--- src/rtl/video_pkg.sv ---
// Shared video constants and write-FSM state encoding for LCD framebuffer logic.
// Latency: none (types and constants only).
// Backpressure: not applicable.
package video_pkg;

    localparam int LCD_WIDTH  = 160;
    localparam int LCD_HEIGHT = 144;
    // Four 2-bit shade codes per byte.
    localparam int FB_BYTES   = LCD_WIDTH * LCD_HEIGHT / 4;
    localparam int FB_ADDR_W  = $clog2(FB_BYTES);

    typedef enum logic {
        FBW_IDLE = 1'b0,
        FBW_REQ  = 1'b1
    } fbw_state_t;

endpackage

--- src/rtl/lcd_frame_writer_if.sv ---
// Pixel-stream input plus framebuffer write port of the LCD frame writer.
// Latency: none (wiring only).
// Backpressure: fb_wr_ack from the memory side stalls the writer's request.
interface lcd_frame_writer_if #(
    parameter int ADDR_W  = 13,
    parameter int LEVEL_W = 3
);
    logic [1:0]         pixel_data;
    logic               pixel_latch;
    logic               vsync;
    logic [ADDR_W-1:0]  fb_addr;
    logic [7:0]         fb_data;
    logic               fb_wr_req;
    logic               fb_wr_ack;
    logic               frame_done;
    logic               overflow;
    logic               overflow_clr;
    logic [LEVEL_W-1:0] fifo_level;

    // Writer side: consumes pixels, drives memory writes.
    modport master (
        input  pixel_data, pixel_latch, vsync, fb_wr_ack, overflow_clr,
        output fb_addr, fb_data, fb_wr_req, frame_done, overflow, fifo_level
    );

    // Environment side: video controller plus framebuffer memory.
    modport slave (
        output pixel_data, pixel_latch, vsync, fb_wr_ack, overflow_clr,
        input  fb_addr, fb_data, fb_wr_req, frame_done, overflow, fifo_level
    );
endinterface

--- src/rtl/sync_fifo.sv ---
// Generic single-clock circular FIFO with full/empty/level; head is read combinationally.
// Latency: a push is visible at the head one cycle later.
// Backpressure: push while full is ignored unless a pop frees the slot in the same cycle.
module sync_fifo #(
    parameter int WIDTH = 8,
    parameter int DEPTH = 4
) (
    input  logic                   clock,
    input  logic                   reset_n,
    input  logic                   push,
    input  logic [WIDTH-1:0]       push_data,
    input  logic                   pop,
    output logic [WIDTH-1:0]       pop_data,
    output logic                   full,
    output logic                   empty,
    output logic [$clog2(DEPTH):0] level
);
    localparam int IDX_W = $clog2(DEPTH);

    // Pointers carry one extra wrap bit so full and empty are distinguishable.
    logic [IDX_W:0]   wr_ptr;
    logic [IDX_W:0]   rd_ptr;
    logic [WIDTH-1:0] mem [DEPTH];
    logic             push_ok;
    logic             pop_ok;

    assign empty    = (wr_ptr == rd_ptr);
    assign full     = (wr_ptr[IDX_W] != rd_ptr[IDX_W]) &&
                      (wr_ptr[IDX_W-1:0] == rd_ptr[IDX_W-1:0]);
    assign level    = wr_ptr - rd_ptr;
    assign pop_ok   = pop & ~empty;
    assign push_ok  = push & (~full | pop_ok);
    assign pop_data = mem[rd_ptr[IDX_W-1:0]];

    // Storage and pointer update; storage is cleared so the head reads 0 after reset.
    always_ff @(posedge clock or negedge reset_n) begin
        if (!reset_n) begin
            wr_ptr <= '0;
            rd_ptr <= '0;
            for (int i = 0; i < DEPTH; i++) begin
                mem[i] <= '0;
            end
        end else begin
            if (push_ok) begin
                mem[wr_ptr[IDX_W-1:0]] <= push_data;
                wr_ptr                 <= wr_ptr + 1'b1;
            end
            if (pop_ok) begin
                rd_ptr <= rd_ptr + 1'b1;
            end
        end
    end

endmodule

--- src/rtl/lcd_frame_writer.sv ---
// Packs 2-bit LCD pixels four per byte and writes them to the framebuffer through a FIFO.
// Latency: fb_wr_req rises two cycles after the 4th pixel latch (from empty/idle).
// Backpressure: fb_wr_ack stalls the head; bytes arriving while the FIFO is full are dropped and flagged.
module lcd_frame_writer #(
    parameter int FIFO_DEPTH = 4,
    parameter int FB_BYTES   = video_pkg::FB_BYTES,
    parameter int ADDR_W     = video_pkg::FB_ADDR_W
) (
    input logic              clock,
    input logic              reset_n,
    lcd_frame_writer_if.master bus
);
    import video_pkg::*;

    localparam int                LEVEL_W   = $clog2(FIFO_DEPTH) + 1;
    localparam logic [ADDR_W-1:0] LAST_ADDR = ADDR_W'(FB_BYTES - 1);

    typedef struct packed {
        logic [ADDR_W-1:0] addr;
        logic [7:0]        data;
    } fb_entry_t;

    logic              vsync_d;
    logic [1:0]        pack_cnt;
    logic [5:0]        pack_byte;
    logic [ADDR_W-1:0] wr_ptr_addr;
    logic              resync;
    logic [1:0]        cnt_eff;
    logic [ADDR_W-1:0] addr_eff;
    logic              push;
    logic              pop;
    logic              drop;
    fb_entry_t         push_entry;
    fb_entry_t         head_entry;
    logic              fifo_full;
    logic              fifo_empty;
    logic [LEVEL_W-1:0] level;
    fbw_state_t        state;
    fbw_state_t        state_nxt;
    logic              frame_done_q;
    logic              overflow_q;

    // A resync in the same cycle as a latch takes effect first, so that
    // pixel becomes lane 0 of address 0.
    assign resync     = bus.vsync & ~vsync_d;
    assign cnt_eff    = resync ? 2'd0 : pack_cnt;
    assign addr_eff   = resync ? '0 : wr_ptr_addr;
    assign push       = bus.pixel_latch & (cnt_eff == 2'd3);
    assign push_entry = '{addr: addr_eff, data: {pack_byte, bus.pixel_data}};
    assign pop        = (state == FBW_REQ) & bus.fb_wr_ack;
    assign drop       = push & fifo_full & ~pop;

    // Packer: collect lanes MSB-first and advance the byte address on every completed byte.
    always_ff @(posedge clock or negedge reset_n) begin
        if (!reset_n) begin
            vsync_d     <= 1'b0;
            pack_cnt    <= 2'd0;
            pack_byte   <= '0;
            wr_ptr_addr <= '0;
        end else begin
            vsync_d <= bus.vsync;
            if (resync) begin
                pack_cnt    <= 2'd0;
                pack_byte   <= '0;
                wr_ptr_addr <= '0;
            end
            if (bus.pixel_latch) begin
                pack_cnt <= cnt_eff + 2'd1;
                case (cnt_eff)
                    2'd0:    pack_byte[5:4] <= bus.pixel_data;
                    2'd1:    pack_byte[3:2] <= bus.pixel_data;
                    2'd2:    pack_byte[1:0] <= bus.pixel_data;
                    default: wr_ptr_addr    <= (addr_eff == LAST_ADDR) ? '0 : addr_eff + 1'b1;
                endcase
            end
        end
    end

    sync_fifo #(
        .WIDTH ($bits(fb_entry_t)),
        .DEPTH (FIFO_DEPTH)
    ) u_fifo (
        .clock     (clock),
        .reset_n   (reset_n),
        .push      (push),
        .push_data (push_entry),
        .pop       (pop),
        .pop_data  (head_entry),
        .full      (fifo_full),
        .empty     (fifo_empty),
        .level     (level)
    );

    // Write FSM state register.
    always_ff @(posedge clock or negedge reset_n) begin
        if (!reset_n) begin
            state <= FBW_IDLE;
        end else begin
            state <= state_nxt;
        end
    end

    // Write FSM next state: leave REQ only when the acked entry was the last one and nothing arrives.
    always_comb begin
        state_nxt = state;
        case (state)
            FBW_IDLE: begin
                if (!fifo_empty) state_nxt = FBW_REQ;
            end
            FBW_REQ: begin
                if (bus.fb_wr_ack && (level == LEVEL_W'(1)) && !push) state_nxt = FBW_IDLE;
            end
            default: state_nxt = FBW_IDLE;
        endcase
    end

    // Frame-done pulse after the last byte of a frame is acked; sticky overflow where set beats clear.
    always_ff @(posedge clock or negedge reset_n) begin
        if (!reset_n) begin
            frame_done_q <= 1'b0;
            overflow_q   <= 1'b0;
        end else begin
            frame_done_q <= pop && (head_entry.addr == LAST_ADDR);
            if (drop) begin
                overflow_q <= 1'b1;
            end else if (bus.overflow_clr) begin
                overflow_q <= 1'b0;
            end
        end
    end

    assign bus.fb_wr_req  = (state == FBW_REQ);
    assign bus.fb_addr    = head_entry.addr;
    assign bus.fb_data    = head_entry.data;
    assign bus.frame_done = frame_done_q;
    assign bus.overflow   = overflow_q;
    assign bus.fifo_level = level;

endmodule

--- src/flat_wrapper.sv ---
// flat-port wrapper written by rule: the top's interface ports become plain ports
module lcd_frame_writer_flat import video_pkg::*;
#(
    parameter int FIFO_DEPTH = 4,
    parameter int FB_BYTES   = video_pkg::FB_BYTES,
    parameter int ADDR_W     = video_pkg::FB_ADDR_W
)
  (clock, reset_n, bus_pixel_data, bus_pixel_latch, bus_vsync, bus_fb_wr_ack, bus_overflow_clr, bus_fb_addr, bus_fb_data, bus_fb_wr_req, bus_frame_done, bus_overflow, bus_fifo_level);
  lcd_frame_writer_if #(.ADDR_W(ADDR_W), .LEVEL_W((3))) bus_i ();
  input logic clock;
  input logic reset_n;
  input wire logic [$bits(bus_i.pixel_data)-1:0] bus_pixel_data;
  input wire logic [$bits(bus_i.pixel_latch)-1:0] bus_pixel_latch;
  input wire logic [$bits(bus_i.vsync)-1:0] bus_vsync;
  input wire logic [$bits(bus_i.fb_wr_ack)-1:0] bus_fb_wr_ack;
  input wire logic [$bits(bus_i.overflow_clr)-1:0] bus_overflow_clr;
  output wire logic [$bits(bus_i.fb_addr)-1:0] bus_fb_addr;
  output wire logic [$bits(bus_i.fb_data)-1:0] bus_fb_data;
  output wire logic [$bits(bus_i.fb_wr_req)-1:0] bus_fb_wr_req;
  output wire logic [$bits(bus_i.frame_done)-1:0] bus_frame_done;
  output wire logic [$bits(bus_i.overflow)-1:0] bus_overflow;
  output wire logic [$bits(bus_i.fifo_level)-1:0] bus_fifo_level;
  assign bus_i.pixel_data = bus_pixel_data;
  assign bus_i.pixel_latch = bus_pixel_latch;
  assign bus_i.vsync = bus_vsync;
  assign bus_i.fb_wr_ack = bus_fb_wr_ack;
  assign bus_i.overflow_clr = bus_overflow_clr;
  assign bus_fb_addr = bus_i.fb_addr;
  assign bus_fb_data = bus_i.fb_data;
  assign bus_fb_wr_req = bus_i.fb_wr_req;
  assign bus_frame_done = bus_i.frame_done;
  assign bus_overflow = bus_i.overflow;
  assign bus_fifo_level = bus_i.fifo_level;
  lcd_frame_writer #(.FIFO_DEPTH(FIFO_DEPTH), .FB_BYTES(FB_BYTES), .ADDR_W(ADDR_W)) u_core (.clock(clock), .reset_n(reset_n), .bus(bus_i));
endmodule
--- config.mk ---
export PLATFORM = sky130hd
export DESIGN_NAME = lcd_frame_writer_flat
export DESIGN_NICKNAME = d
export VERILOG_FILES = /design/src/rtl/video_pkg.sv /design/src/rtl/lcd_frame_writer_if.sv /design/src/rtl/sync_fifo.sv /design/src/rtl/lcd_frame_writer.sv /design/src/flat_wrapper.sv
export SDC_FILE = /design/constraint.sdc
export NUM_CORES = 1
export LEC_CHECK = 0
export CORE_MARGIN = 2
export CORE_UTILIZATION = 59
export DETAILED_ROUTE_END_ITERATION = 12
export PLACE_DENSITY = 0.78
export RECOVER_POWER = 100
export SYNTH_ARGS = -nofsm -noshare
export SYNTH_HDL_FRONTEND = slang
export SYNTH_HIERARCHICAL = 1
export SYNTH_SLANG_ARGS = --single-unit
--- constraint.sdc ---
create_clock -name clock -period 3.1 [get_ports clock]
set_input_delay 0.62 -clock clock [delete_from_list [all_inputs] [get_ports clock]]
set_output_delay 0.62 -clock clock [all_outputs]
set_load 0.02 [all_outputs]
[Word-level counts from Yosys, hierarchy flattened]
Index checks and enable logic that the tools add are counted.
Word-level totals
  bits in writable memories: 0
  input port bits: 8
  bits in read-only memories: 0
  bits in latches: 0
  memories kept: 0
  flip-flop bits (word level): 115
Cells by class
  muxes and demuxes: 22
  add/sub/neg operators: 5
  bitwise gates (word level): 15
  magnitude comparators: 3
  reductions and logical operators: 9
  multipliers: 0
  equal/unequal tests: 9
  shift-type cells: 0
  divide/modulo/power cells: 0
Operators by type and width (number)
  $bwmux W84: 1
  $mux W21: 3
  $mux W13: 4
  $bmux W21 S2: 1
  $demux W21 S2: 1
  $eq A13 B13 Y1 const B: 2
  $add A13 B1 Y13 const B: 1
  $mux W6: 2
  $mux W2: 5
  $and A1 B1 Y1: 7
  $add A3 B1 Y3 const B: 2
  $ge A3 B3 Y1 const B: 2
  $not A2 Y3: 2
  $logic_and A1 B1 Y1: 5
  $not A1 Y1: 5
  $eq A2 B2 Y1 const B: 2
  $mux W1: 4
  $eq A3 B1 Y1 const B: 1
  $eq A3 B3 Y1: 1
  $lt A3 B1 Y1 const B: 1
  $reduce_or A3 Y1: 1
  $sub A3 B3 Y3: 1
  $add A2 B1 Y2 const B: 1
  $eq A2 B1 Y1 const B: 1
  7 further kinds: 7

[Longest topological paths before layout]
  depth in word-level cells: 9
  gate-level depth with buffers: 12
  depth with buffers taken out: 9

[By module]
Netlist, hierarchy kept.
By module, submodules not included
  sync_fifo: area an instance 4086.4 um2, cells each 246, times used 1
  lcd_frame_writer: area an instance 1347.5 um2, cells each 137, times used 1

[Worst setup path before layout]
Ideal clock, no wire load.
  path kind: input port to flip-flop
  from: input bus_vsync
  to: register u_core/u_fifo/mem[0] (netlist bit)
  stages on the path: 12
  arrival time: 2.449 ns
  required time: 2.975 ns
  library setup time: 0.125 ns
  setup slack: 0.527 ns
  cells stage by stage: nand2b_1 > buf_4 > buf_2 > nand2_1 > inv_1 > ha_1 > nand2_1 > inv_1 > nand2_1 > o21bai_1 > buf_4 > mux2_2
On the way
  word-level cells in the longest chain between the ends: 5
Ends and longest elaborated chain
  from (decl): line flat_wrapper.sv:14  | input wire logic [$bits(bus_i.vsync)-1:0] bus_vsync;
  $and A1 B1 Y1: line lcd_frame_writer.sv:45  | assign resync = bus.vsync & ~vsync_d;
  $mux W2: line lcd_frame_writer.sv:46  | assign cnt_eff = resync ? 2'd0 : pack_cnt;
  $eq A2 B2 Y1: line lcd_frame_writer.sv:48  | assign push = bus.pixel_latch & (cnt_eff == 2'd3);
  $and A1 B1 Y1: line lcd_frame_writer.sv:48
  named net u_core.push: line lcd_frame_writer.sv:30  | logic push;
  $and A1 B1 Y1: line sync_fifo.sv:32  | assign push_ok = push & (~full | pop_ok);
  to (signal, indexed assignment): line sync_fifo.sv:45  | mem[wr_ptr[IDX_W-1:0]] <= push_data;
  to (decl): line sync_fifo.sv:23  | logic [WIDTH-1:0] mem [DEPTH];
The timed path passes the listed nets, and every way through them passes these cells.
A chain may end at the register's enable or synchronous reset.

[Worst setup path after layout]
  from: register u_core.u_fifo.rd_ptr[0]
  to: output bus_fb_data[6]
On the way
  word-level cells in the longest chain between the ends: 4
Ends and longest elaborated chain
  from (decl): line sync_fifo.sv:22  | logic [IDX_W:0] rd_ptr;
  from (signal assigned): line sync_fifo.sv:49  | rd_ptr <= rd_ptr + 1'b1;
  $not A2 Y3 (implied by the code): line sync_fifo.sv:33  | assign pop_data = mem[rd_ptr[IDX_W-1:0]];
  $bmux W21 S2: line sync_fifo.sv:33
  $mux W21 (implied by the code) (2 in a row): line sync_fifo.sv:33
  to (decl): line flat_wrapper.sv:18  | output wire logic [$bits(bus_i.fb_data)-1:0] bus_fb_data;
No other way between the ends. The select of a mux whose other input is x is not followed.

==> impl_metrics.env <==
export IMPL_outcome="finished with violations"
export IMPL_violations="max-capacitance violations, max-slew violations"
export IMPL_antenna_cells=0
export IMPL_pin_count=35
export IMPL_clk_pin_slew_ns=0.06
export IMPL_worst_pin_slew_ns=1.69
export IMPL_dpl_cell_area_sq_mm=0.00596
export IMPL_yosys_warnings=6
export IMPL_synth_fp_nets=404
export IMPL_finalCritPeriodShare_pct=95.0
export IMPL_max_freq_mhz=340
export IMPL_power_density_mw_per_mm2=843
export IMPL_avgSynthCellArea_sq_um=14.2
export IMPL_layout_nets=457
export IMPL_die_h_um=100
export IMPL_core_area_sq_mm=0.00906
export IMPL_hpwlAfterDp_mm=7.34
export IMPL_mostFrequentLayoutCell="dfrtp_1"
export IMPL_antenna_found_initial=0
export IMPL_grt_max_degree=53
export IMPL_drive_gt1_share_pct=35.6
export IMPL_portBuffers=34
export IMPL_grt_overflow_total=0
export IMPL_cts_root_buf="clkbuf_8"
export IMPL_cts_buffers=17
export IMPL_clockBufferDepth=2
export IMPL_totalWireLength_mm=11.6
export IMPL_startpoint_type="flip-flop"
export IMPL_synth_area_sq_mm=0.00543
export IMPL_ys_ff_latch=115
export IMPL_grt_pass1_wl_mm=18.9
export IMPL_final_cell_mix="dfrtp_1, mux2_2, mux4_2"
export IMPL_fp_dieArea_sq_mm=0.00999
export IMPL_p_leak_uw=0.00313
export IMPL_fin_cells=560
export IMPL_cp_max_fo=23
export IMPL_syn_inst=383
export IMPL_cts_sinks=115
export IMPL_rsz0062_at_grt="no"
export IMPL_final_setup_skew_ns=0.0164
export IMPL_routabilityCongestion=0.850
export IMPL_ir_drop_mv=0.599
export IMPL_insertion_delay_ns=0.51
export IMPL_maxSlewViolCount=31
export IMPL_rows=35
export IMPL_route_detailed_drc=0
export IMPL_fin_tns_setup_ns=0
export IMPL_vias_per_cell=6.00
export IMPL_hold_viol_final=0
export IMPL_crit_type="reg -> out"
export IMPL_dp_cells=528
export IMPL_seq_area_sq_mm=0.00288
export IMPL_num_vias=3360
export IMPL_grt_usage_pct=25.1
export IMPL_final_setup_viol_count=0
export IMPL_cts_setup_buffers=0
export IMPL_die_x_um=100
export IMPL_seq_area_frac_synth_pct=53.0
export IMPL_max_slew_margin_pct=-12.8
export IMPL_endpoint_kind="output port"
export IMPL_synth_cell_type_count=44
export IMPL_required_ns=2.48
export IMPL_h_tree_depth=4
export IMPL_syn2layout_area_growth_pct=20.6
export IMPL_post_route_util_pct=72.3
export IMPL_cts_tree="done"
export IMPL_ant_nets=0
export IMPL_dr_pass1_iters=4
export IMPL_hold_ws_ns=0.503
export IMPL_maxCapViolCount=1
export IMPL_ctsHoldBuffers=0
export IMPL_multiInputGateArea_sq_mm=0.00235
export IMPL_fillCellCount=577
export IMPL_post_drt_wl_per_cell_um=20.7
export IMPL_stdcell_area_sq_mm=0.00656
export IMPL_start_util_pct=59.9
export IMPL_holdCritPathClass="reg -> reg"
export IMPL_period_needed_ns=2.94
export IMPL_grt_pass1_vias=3539
export IMPL_drtIter0Drc=208
export IMPL_cp_arrival_ns=2.32
-- layer usage --
layer	global-route usage, %	part of all wire (%)	up-vias
met5	0	0	-
li1	-	-	1511
met3	6.69	4.1	12
met4	6.53	1.2	0
met1	34.9	46	1754
met2	39.9	49	83
-- what timing repair did --
item                       CTS  global route
pin swaps                    0             0
setup endpoints to repair    1             1
resized for setup            1             1
cloned                       0             0
-- area by class of cell --
type,count,share of cell area [%]
sequential,115,43.9
clock inverter,12,3.47
multi-input combinational,234,35.9
timing repair buffer,51,6.83
clock buffer,20,6.80
inverter,17,0.973
tap,111,2.12
-- path summary, 6_finish.rpt --
check	startpoint	to	slack, ns	cells after the start
min in group asynchronous	reset_n	u_core/u_fifo/mem[39]	0.54	1
worst max-delay path	u_core/u_fifo/rd_ptr[0]	bus_fb_data[6]	0.16	3
max in group asynchronous	reset_n	u_core/wr_ptr_addr[0]	0.91	2
worst max register to register	u_core/u_fifo/rd_ptr[1]	u_core/u_fifo/mem[27]	0.31	7
worst min register to register	u_core/u_fifo/mem[45]	u_core/u_fifo/mem[45]	0.50	1
worst min-delay path	u_core/u_fifo/mem[45]	u_core/u_fifo/mem[45]	0.50	1
-- registers in the layout (all words and copies together) (netlist names), 2 cells and up --
register	cells
u_core/u_fifo/rd_ptr	3
u_core/u_fifo/mem	84
u_core/u_fifo/wr_ptr	3
u_core/pack_cnt	2
u_core/wr_ptr_addr	13
u_core/pack_byte	6
-- report_power, final --
group	leakage (uW)	switching [uW]	internal, uW
registers	0.00157	170	1730
clock network	0.000314	683	1510
logic	0.00125	754	680
total	0.00313	1610	3920
-- logic make-up (layout without fill, tap and decap cells) --
family	count (synthesis)	count (layout)	synth area share, %
AO/OA/AOI/OAI	32	32	4.31
XOR/XNOR	10	10	1.75
adder cells (fa/ha/maj)	13	13	3.13
buffers and inverters	34	100	3.45
flip-flops	115	115	53.0
multiplexers	108	108	26.7
AND/OR/NAND/NOR	71	71	7.67
-- synth_stat cells --
| cell type | count | share of area, % |
|---|---|---|
| a211o_2 | 1 | 0.18 |
| a21oi_1 | 7 | 0.64 |
| a31o_2 | 2 | 0.32 |
| a32o_1 | 6 | 1.1 |
| a32oi_1 | 1 | 0.16 |
| and2_1 | 11 | 1.3 |
| and3_2 | 2 | 0.28 |
| and4_1 | 1 | 0.16 |
| and4_4 | 1 | 0.21 |
| buf_2 | 3 | 0.28 |
| buf_4 | 3 | 0.41 |
| buf_6 | 6 | 1.2 |
| clkbuf_1 | 5 | 0.35 |
| dfrtp_1 | 115 | 53 |
| fa_1 | 1 | 0.37 |
| ha_1 | 12 | 2.8 |
| inv_1 | 17 | 1.2 |
| mux2_2 | 87 | 18 |
| mux4_2 | 21 | 8.7 |
| nand2_1 | 16 | 1.1 |
| nand2b_1 | 2 | 0.23 |
| nand3_1 | 5 | 0.46 |
| nand3b_1 | 1 | 0.14 |
| nand4_1 | 7 | 0.81 |
| nand4_4 | 1 | 0.39 |
| nand4b_1 | 1 | 0.16 |
| nor2_1 | 7 | 0.48 |
| nor2b_1 | 1 | 0.12 |
| nor3_1 | 6 | 0.55 |
| nor3b_1 | 2 | 0.28 |
| nor4_1 | 1 | 0.12 |
| nor4b_1 | 1 | 0.16 |
| o211ai_1 | 3 | 0.41 |
| o21ai_0 | 5 | 0.46 |
| o21bai_1 | 1 | 0.14 |
| o221ai_1 | 1 | 0.16 |
| o2bb2ai_1 | 1 | 0.16 |
| o31ai_1 | 4 | 0.55 |
| or3b_2 | 1 | 0.16 |
| or4_1 | 3 | 0.41 |
| or4b_2 | 1 | 0.18 |
| xnor2_1 | 7 | 1.1 |
| xnor2_2 | 1 | 0.30 |
| xor2_1 | 2 | 0.32 |
-- worst max-delay path, stage by stage, from the launching register on --
cell,delay (ns)
dfrtp_1,0.39
buf_12,0.24
mux4_2,0.53
dlygate4sd3_1,0.67
-- per-stage QoR --
| stage | setup WS [ns] | power (uW) |
|---|---|---|
| after floorplan | 0.527 | 2870 |
| after global placement | 0.255 | 3350 |
| after detailed placement | 0.190 | 3400 |
| after CTS | 0.0786 | 5620 |
| after global routing | 0.0533 | 5770 |
| final | 0.155 | 5530 |
No activity file was read; power rests on OpenSTA's default activity.
